**config.mk**
```make
export PLATFORM = sky130hd
export DESIGN_NAME = spart_transmitter_flat
export DESIGN_NICKNAME = d
export VERILOG_FILES = /design/src/rtl/spart_transmitter_if.sv /design/src/rtl/spart_transmitter.sv /design/src/flat_wrapper.sv
export SDC_FILE = /design/constraint.sdc
export NUM_CORES = 1
export LEC_CHECK = 0
export CELL_PAD_IN_SITES_DETAIL_PLACEMENT = 0
export CELL_PAD_IN_SITES_GLOBAL_PLACEMENT = 2
export CORE_UTILIZATION = 39
export DETAILED_ROUTE_END_ITERATION = 7
export GPL_ROUTABILITY_DRIVEN = 0
export PLACE_DENSITY_LB_ADDON = 0.08
export SLEW_MARGIN = 40
export SYNTH_ARGS = -nofsm -noshare
export SYNTH_HDL_FRONTEND = slang
export SYNTH_SLANG_ARGS = --single-unit
```
**constraint.sdc**
```tcl
create_clock -name clk -period 2.8 [get_ports clk]
set_clock_uncertainty 0.05 [all_clocks]
set_input_delay 0.42 -clock clk [delete_from_list [all_inputs] [get_ports clk]]
set_output_delay 0.42 -clock clk [all_outputs]
set_load 0.01 [all_outputs]
```
**src/rtl/spart_transmitter_if.sv**
```systemverilog
// ---------------------------------------------------------------------------
// spart_transmitter_if
//
// Purpose:
//   Groups the processor-side and serial-side signals of the SPART transmit
//   path so the transmitter and the bus logic share one bundle.
//
// Signals:
//   DATABUS   [7:0]  byte to transmit (bus -> transmitter)
//   tx_write         single-cycle write strobe (bus -> transmitter)
//   brg_en           one-clk baud tick, 16x bit rate (bus -> transmitter)
//   TX               serial line, idle high (transmitter -> bus)
//   TBR              transmit buffer ready (transmitter -> bus)
//
// Modports:
//   master  bus side, drives DATABUS/tx_write/brg_en, observes TX/TBR
//   slave   transmitter side
// ---------------------------------------------------------------------------
interface spart_transmitter_if;
  logic [7:0] DATABUS;
  logic       tx_write;
  logic       brg_en;
  logic       TX;
  logic       TBR;

  modport master (
    output DATABUS,
    output tx_write,
    output brg_en,
    input  TX,
    input  TBR
  );

  modport slave (
    input  DATABUS,
    input  tx_write,
    input  brg_en,
    output TX,
    output TBR
  );
endinterface

```
**src/rtl/spart_transmitter.sv**
```systemverilog
// ---------------------------------------------------------------------------
// spart_transmitter
//
// Purpose:
//   Transmit half of the SPART serial port. A byte written from the bus is
//   held in a single-entry holding register, moved into a shift register and
//   sent on TX as an 8N1 frame (start 0, 8 data bits LSB first, stop 1).
//   Bit timing is TICKS_PER_BIT pulses of the shared baud-rate enable.
//
// Parameters:
//   TICKS_PER_BIT  brg_en pulses per serial bit, legal range 2..16
//
// Ports:
//   clk          system clock
//   rst          asynchronous active-high reset
//   bus.DATABUS  byte to transmit, sampled when tx_write=1 and TBR=1
//   bus.tx_write single-cycle write strobe
//   bus.brg_en   one-clk baud tick
//   bus.TX       registered serial output, idle high
//   bus.TBR      1 = holding register empty, a write will be accepted
//
// Build options:
//   SPART_TX_PARITY_EN  when defined, an even-parity bit is sent between the
//                       last data bit and the stop bit (8E1 frame).
// ---------------------------------------------------------------------------
module spart_transmitter #(
  parameter int TICKS_PER_BIT = 16
) (
  input logic                clk,
  input logic                rst,
  spart_transmitter_if.slave bus
);

  localparam logic [3:0] TICK_LAST = 4'(TICKS_PER_BIT - 1);

  typedef enum logic [2:0] {
    IDLE,
    START,
    DATA,
`ifdef SPART_TX_PARITY_EN
    PARITY,
`endif
    STOP
  } state_t;

  state_t     state_q, state_d;
  logic [3:0] tick_q, tick_d;
  logic [2:0] bit_cnt_q, bit_cnt_d;
  logic [7:0] hold_q, hold_d;
  logic [7:0] shift_q, shift_d;
  logic       hold_full_q, hold_full_d;
  logic       tx_q, tx_d;
  logic       bit_end;
  logic       load_frame;
`ifdef SPART_TX_PARITY_EN
  logic       parity_q, parity_d;
`endif

  // A serial bit finishes on the edge that sees its last baud tick.
  assign bit_end = bus.brg_en && (tick_q == TICK_LAST);

  assign bus.TX  = tx_q;
  assign bus.TBR = ~hold_full_q;

  // Next-state and datapath logic. load_frame marks the edge where the
  // holding register moves into the shifter; it can never coincide with an
  // accepted write because one needs the holder full and the other empty.
  always_comb begin
    state_d     = state_q;
    tick_d      = tick_q;
    bit_cnt_d   = bit_cnt_q;
    hold_d      = hold_q;
    hold_full_d = hold_full_q;
    shift_d     = shift_q;
    tx_d        = tx_q;
    load_frame  = 1'b0;
`ifdef SPART_TX_PARITY_EN
    parity_d    = parity_q;
`endif

    // Baud ticks are only counted while a frame is on the line.
    if (state_q != IDLE && bus.brg_en) begin
      tick_d = bit_end ? 4'd0 : tick_q + 4'd1;
    end

    case (state_q)
      IDLE: begin
        tx_d = 1'b1;
        if (hold_full_q) begin
          load_frame = 1'b1;
        end
      end

      START: begin
        if (bit_end) begin
          state_d = DATA;
          tx_d    = shift_q[0];
        end
      end

      DATA: begin
        if (bit_end) begin
          shift_d = {1'b0, shift_q[7:1]};
          if (bit_cnt_q == 3'd7) begin
            bit_cnt_d = 3'd0;
`ifdef SPART_TX_PARITY_EN
            state_d   = PARITY;
            tx_d      = parity_q;
`else
            state_d   = STOP;
            tx_d      = 1'b1;
`endif
          end else begin
            bit_cnt_d = bit_cnt_q + 3'd1;
            // Next bit on the line is what shift[0] becomes after the shift.
            tx_d      = shift_q[1];
          end
        end
      end

`ifdef SPART_TX_PARITY_EN
      PARITY: begin
        if (bit_end) begin
          state_d = STOP;
          tx_d    = 1'b1;
        end
      end
`endif

      STOP: begin
        if (bit_end) begin
          // A byte queued during this frame starts on the very same edge,
          // so consecutive frames have no idle gap.
          if (hold_full_q) begin
            load_frame = 1'b1;
          end else begin
            state_d = IDLE;
          end
        end
      end

      default: begin
        state_d = IDLE;
        tx_d    = 1'b1;
      end
    endcase

    if (load_frame) begin
      shift_d     = hold_q;
      hold_full_d = 1'b0;
      tick_d      = 4'd0;
      bit_cnt_d   = 3'd0;
      state_d     = START;
      tx_d        = 1'b0;
`ifdef SPART_TX_PARITY_EN
      parity_d    = ^hold_q;
`endif
    end

    // Writes while the holder is full are silently dropped.
    if (bus.tx_write && !hold_full_q) begin
      hold_d      = bus.DATABUS;
      hold_full_d = 1'b1;
    end
  end

  // State register. TX resets to 1 so the line goes high immediately with
  // no low glitch, even when reset lands in the middle of a frame.
  always_ff @(posedge clk or posedge rst) begin
    if (rst) begin
      state_q     <= IDLE;
      tick_q      <= 4'd0;
      bit_cnt_q   <= 3'd0;
      hold_q      <= 8'h00;
      hold_full_q <= 1'b0;
      shift_q     <= 8'h00;
      tx_q        <= 1'b1;
`ifdef SPART_TX_PARITY_EN
      parity_q    <= 1'b0;
`endif
    end else begin
      state_q     <= state_d;
      tick_q      <= tick_d;
      bit_cnt_q   <= bit_cnt_d;
      hold_q      <= hold_d;
      hold_full_q <= hold_full_d;
      shift_q     <= shift_d;
      tx_q        <= tx_d;
`ifdef SPART_TX_PARITY_EN
      parity_q    <= parity_d;
`endif
    end
  end

endmodule
```
**src/flat_wrapper.sv**
```systemverilog
// flat-port wrapper written by rule: the top's interface ports become plain ports
module spart_transmitter_flat 
#(
  parameter int TICKS_PER_BIT = 16
)
  (clk, rst, bus_DATABUS, bus_tx_write, bus_brg_en, bus_TX, bus_TBR);
  spart_transmitter_if bus_i ();
  input logic clk;
  input logic rst;
  input wire logic [$bits(bus_i.DATABUS)-1:0] bus_DATABUS;
  input wire logic [$bits(bus_i.tx_write)-1:0] bus_tx_write;
  input wire logic [$bits(bus_i.brg_en)-1:0] bus_brg_en;
  output wire logic [$bits(bus_i.TX)-1:0] bus_TX;
  output wire logic [$bits(bus_i.TBR)-1:0] bus_TBR;
  assign bus_i.DATABUS = bus_DATABUS;
  assign bus_i.tx_write = bus_tx_write;
  assign bus_i.brg_en = bus_brg_en;
  assign bus_TX = bus_i.TX;
  assign bus_TBR = bus_i.TBR;
  spart_transmitter #(.TICKS_PER_BIT(TICKS_PER_BIT)) u_core (.clk(clk), .rst(rst), .bus(bus_i));
endmodule
```
==> results of run 1 <==
## synthesized netlist by cell type (all sizes together), types with 2 or more instances
library cell	count	share of area, %
a21o	2	1.1
a21oi	7	3.0
buf	5	3.6
dfrtp	26	46
ha	8	7.1
inv	4	1.1
mux2	9	7.5
mux2i	9	6.4
nand2	14	4.3
nand2b	2	0.89
nand3b	2	1.1
nor2	12	4.4
nor2b	3	1.5
o21ai	11	3.9
## worst register-to-register path: cells and delay by family, from the launching register on
kind,cells,cell delay (ns)
flops,1,0.41
mux,1,0.31
simple gates,2,0.50
compound gates,1,0.21
fa+ha+maj,1,0.36
buf+inv,1,0.10
## power breakdown
group | switching [mW] | internal [mW]
sequential | 0.111 | 0.564
clock | 0.115 | 0.0558
combinational | 0.373 | 0.356
## stage by stage
step	utilization [%]	setup WS [ns]
after global placement	45.88	0.7298
after floorplan	-	0.9806
after global routing	46.66	0.6635
after detailed placement	45.88	0.6617
after CTS	46.66	0.7757
final	46.66	0.7776
## cells by family after synthesis
family	count (synthesis)
DFF	27
AOI/OAI and AO/OA	24
xor gates and xnor gates	1
adders and majority gates	8
muxes	18
and+or+nand+nor	39
buffers and inverters	9
## sequential cells by signal, indices dropped and copies added (netlist names)
| signal | flops |
|---|---|
| u_core.bus.TX | 1 |
| u_core.bit_cnt_q | 3 |
| u_core.shift_q | 8 |
| u_core.hold_q | 8 |
| u_core.tick_q | 4 |
| u_core.state_q | 2 |
| u_core.hold_full_q | 1 |
## area by class of cell
class | count | area share (%)
Sequential cell | 27 | 42.80
Timing Repair Buffer | 15 | 9.177
Tap cell | 46 | 3.639
Inverter | 4 | 0.9494
Clock buffer | 4 | 1.661
Multi-Input combinational cell | 90 | 41.77
## routing by layer
metal  track usage, %  vias up  part of all wire [%]
li1                 -      460                     -
met1            21.26      423                    51
met2            21.58       11                    45
met3            2.070        2                   2.6
met4            6.667        0                  0.80
met5                0        -                     0
## worst paths after layout
check,start,to,slack [ns],cells after the start
max,u_core.state_q[0],u_core.state_q[1],0.78,6
min,rst,u_core.state_q[0],0.38,3
min in group clk,u_core.hold_q[3],u_core.shift_q[3],0.45,2
max in group asynchronous,rst,u_core.bus.TX,2.03,3
max reg2reg,u_core.state_q[0],u_core.state_q[1],0.78,6
min reg2reg,u_core.hold_q[3],u_core.shift_q[3],0.45,2
## placed cells by master, fill, tap and decap left out, types with 2 or more instances in the layout
cell             count
clkdlybuf4s50_1     13
o21ai_0              3
nand3b_1             2
a21oi_1              5
nor2b_1              2
clkbuf_4             3
buf_4                2
mux2_2               8
mux2i_1              9
nand2b_1             2
ha_1                 8
dfrtp_1             26
o21ai_1              8
a21oi_2              2
nor2_1              11
a21o_1               2
inv_1                4
nand2_1             13
==> flow_metrics.tcl, run 1 <==
set metrics [dict create \
    outcome "completed" \
    syn_inst 126 \
    cts_tree "done" \
    fmax_ghz 0.4945 \
    rows 21 \
    numPlacedInstances 182 \
    diodes 0 \
    drt_drc_violations_left 0 \
    via_per_inst 4.817 \
    die_h_microns 61.97 \
    slowest_stage "dfrtp_1" \
    worst-path-max-fanout 4 \
    synth_xor_area_share_pct 0.6244 \
    fillers 335 \
    cts_buffer_depth 2 \
    dr.pass1.iters 4 \
    holdWs_ns 0.3806 \
    maxCapViolCount 0 \
    finalHoldViolations 0 \
    ys_seq_area_share_pct 48.26 \
    die_w_microns 61.97 \
    yosys_warnings 0 \
    postPlaceCellArea_sq_um 1555 \
    ios 14 \
    slowest_delay_ns 0.41 \
    cts_buffers 3 \
    first_global_vias 880 \
    dr_total_vias 896 \
    holdBufCountCts 0 \
    synthSimpleGateAreaFrac_pct 15.25 \
    clk_latency_ns 0.32 \
    p_total_mw 1.575 \
    worstMarginPinSlew_ns 0.3447 \
    crit_path_end_kind "flip-flop" \
    antenna_left 0 \
    grt_pass1_wl_microns 4050 \
    nNetsFinal 161 \
    synth-compound-area-share_pct 10.17 \
    area_growth_pct 12.76 \
    cp-start-kind "flip-flop" \
    fin_crit_ns 2.022 \
    die_area_sq_um 3840 \
    grt_max_degree 28 \
    drt_iter0_markers 41 \
    layout.cells.non_filler 186 \
    syn-num-nets 146 \
    ir_drop_uv 412.7 \
    initial_utilization_pct 41.38 \
    port_buffers 13 \
    critPathTopFamily "simple AND/OR/NAND/NOR gates" \
    antenna_found_initial 0 \
    clk_pin_slew_ns 0.15 \
    synth_cell_types 33 \
    power.leakage_nw 0.7647 \
    synth_top_family_by_area "simple AND/OR/NAND/NOR gates" \
    ctsHtreeMaxLevel 1 \
    crit_buf_inv 1 \
    power_density_nw_per_um2 996.2 \
    async_flop_share_pct 100.0 \
    synthAdderAreaFrac_pct 7.136 \
    grt_setup_unrepaired "false" \
    ys.flop_type "dfrtp_1" \
    fp.coreArea_sq_um 3390 \
    fin_tns_setup_ns 0 \
    register_area_sq_um 676.9 \
    cts_setup_buffers 0 \
    hp-class "input pin to async pin" \
    synth_area_sq_um 1403 \
    cp.arrival_ns 2.21 \
    grt_overflow 0 \
    stdcell_area_sq_um 1582 \
    wl_per_cell_microns 12.75 \
    ys_ff_latch 27 \
    cp.required_ns 2.98 \
    synth_mux_area_share_pct 13.92 \
    crit_chain "inv_1 -> ha_1 -> nand2b_1 -> o22ai_1 -> nor2b_2 -> mux2_4" \
    worstSetupPathType "flip-flop to flip-flop" \
    layout-drive-gt1-share_pct 15.00 \
    synth_edf_count 0 \
    root_buffer "clkbuf_4" \
    post-dp-hpwl_microns 1658 \
    multi_input_area_sq_um 660.6 \
    drv_slew 0 \
    grtUsageTotal_pct 14.64 \
    cts-resized-gates 0 \
    slew_headroom_pct 77.02 \
    wl_microns 2372 \
    avgSynthCellArea_sq_um 11.13 \
    numClockSinks 27 \
    finalSetupViolCount 0 \
    fin_crit_sh_pct 72.23 \
]
(Power assumes the default switching activity.)
==> run 2, diff against run 1 <==
CORE_UTILIZATION = 33   (was 39)
clock period = 1.63 ns   (was 2.8 ns; I/O delays follow)
==> flow_metrics.tcl, run 2 (synthesized netlist as in run 1, its figures left out) <==
set metrics [dict create \
    outcome "finished, violations left" \
    violations "setup timing" \
    finalHoldViolations 0 \
    r2r_cells 7 \
    drt_drc_violations_left 0 \
    worst-path-max-fanout 4 \
    dr_total_vias 1049 \
    grt_use_met2_pct 25.50 \
    ir_drop_uv 646.4 \
    drt_iter0_markers 20 \
    seq_power_share_pct 31.9 \
    crit_path_end_kind "flip-flop" \
    busiest_layer "met2" \
    postPlaceCellArea_sq_um 1768 \
    slew_headroom_pct 73.62 \
    hp-class "input pin to async pin" \
    worstSetupPathType "flip-flop to flip-flop" \
    numPlacedInstances 205 \
    r2r_end "u_core.state_q[1]" \
    grt_pass1_wl_microns 4878 \
    post-dp-hpwl_microns 2066 \
    drv_slew 0 \
    clk_pin_slew_ns 0.09 \
    holdBufCountCts 0 \
    p_int_mw 2.380 \
    via_per_inst 4.790 \
    postLayoutCoreUtil_pct 49.57 \
    fin_crit_sh_pct 106.9 \
    initial_utilization_pct 34.81 \
    die_w_microns 67.20 \
    worstMarginPinSlew_ns 0.3952 \
    switchingPower_mw 1.322 \
    register_area_sq_um 680.7 \
    die_h_microns 67.20 \
    cp-start-kind "flip-flop" \
    met1_usage_pct 18.21 \
    pwr-share-comb_pct 58.0 \
    layout_commonest_cell "buf_4" \
    p_total_mw 3.703 \
    dr.pass1.iters 3 \
    grt_overflow 0 \
    switching_share_pct 35.71 \
    mostFrequentLayoutCells "27 x buf_4, 23 x dfrtp_1, 13 x nand2_1" \
    finalSetupViolCount 2 \
    numClockSinks 27 \
    fp.coreArea_sq_um 4029 \
    layout.cells.non_filler 219 \
    worst_slack_ns -0.1121 \
    grtUsageTotal_pct 14.53 \
    port_buffers 13 \
    first_global_vias 1053 \
    area_growth_pct 42.37 \
    layout-drive-gt1-share_pct 42.01 \
    cts_tree "done" \
    holdWs_ns 0.1977 \
    cp.arrival_ns 1.85 \
    grt_setup_unrepaired "true" \
    ctsHtreeMaxLevel 1 \
    grtUsageMet3_pct 2.027 \
    clk_latency_ns 0.27 \
    fmax_ghz 0.5740 \
    die_area_sq_um 4515 \
    fin_tns_setup_ns -0.1913 \
    slowest_stage "dfrtp_2" \
    power.leakage_nw 0.9380 \
    fin_crit_ns 1.742 \
    wl_per_cell_microns 13.24 \
    cts_buffers 3 \
    root_buffer "clkbuf_8" \
    cp-startpoint "u_core.state_q[0]" \
    crit_chain "inv_4 -> ha_4 -> nand3b_1 -> o31ai_4 -> a21oi_2 -> nor2b_4 -> mux2_4" \
    cp.required_ns 1.74 \
    rrSetupSlack_ns -0.11 \
    power.share.clock_pct 10.2 \
    power_density_nw_per_um2 1854 \
    r2r_start "u_core.state_q[0]" \
    grt_max_degree 21 \
    diodes 0 \
    maxCapViolCount 0 \
    ios 14 \
    slowest_delay_ns 0.46 \
    multi_input_area_sq_um 817.0 \
    dp_slack_ns -0.1762 \
    wl_microns 2899 \
    top_regs "u_core.hold_q x8, u_core.shift_q x8, u_core.tick_q x4" \
    antenna_left 0 \
    cts_buffer_depth 2 \
    antenna_found_initial 0 \
    rows 23 \
    fillers 381 \
    nNetsFinal 190 \
    stdcell_area_sq_um 1997 \
]
run 2: cell types whose count changed in the layout (fill, tap and decap cells not counted), moves of 3 or more:
| cell | change |
|---|---|
| clkbuf_4 | -3 |
| dfrtp_1 | -3 |
| clkbuf_8 | +3 |
| buf_4 | +25 |
| dfrtp_2 | +3 |
| ha_1 | -7 |
| ha_4 | +5 |
run 2: critical path, delay by kind of cell, from the launching register on:
kind | cells | cell delay, ns
AO/OA/AOI/OAI | 2 | 0.18
flip-flops | 1 | 0.46
buffers and inverters | 1 | 0.10
AND/OR/NAND/NOR | 2 | 0.33
multiplexers | 1 | 0.31
adder cells (fa/ha/maj) | 1 | 0.20
run 2: power groups by stage:
stage / logic (mW) / clock network [mW] / registers (mW)
2_1_floorplan: 1.18 / 0 / 1.15
3_3_place_gp: 1.72 / 0 / 1.18
3_5_place_dp: 1.74 / 0 / 1.19
4_1_cts: 1.89 / 0.398 / 1.17
5_1_grt: 2.36 / 0.414 / 1.22
6_report: 2.15 / 0.376 / 1.18
run 2: timing repair:
action	4_1_cts	5_1_grt
gates cloned	0	1
resized for setup	12	15
setup endpoints to repair	15	14
pin swaps	4	8
setup buffers	4	6
run 2: routing by layer:
metal / share of wire, % / vias up
li1: - / 526
met1: 46 / 506
met2: 51 / 13
met3: 1.8 / 4
met4: 1.1 / 0
met5: 0 / -
run 2: worst max-delay path by stage:
stage | end | cells past startpoint
5_1_grt | u_core.state_q[1] | 7
4_1_cts | u_core.state_q[1] | 7
3_3_place_gp | u_core.shift_q[6] | 6
2_1_floorplan | u_core.state_q[1] | 7
6_report | u_core.state_q[1] | 7
3_5_place_dp | u_core.bit_cnt_q[1] | 7
run 2: layout make-up:
type	count	share of cell area, %
Tap cell	50	3.133
Multi-Input combinational cell	91	40.91
Inverter	4	0.8772
Timing Repair Buffer	43	18.73
Clock buffer	4	2.256
Sequential cell	27	34.09
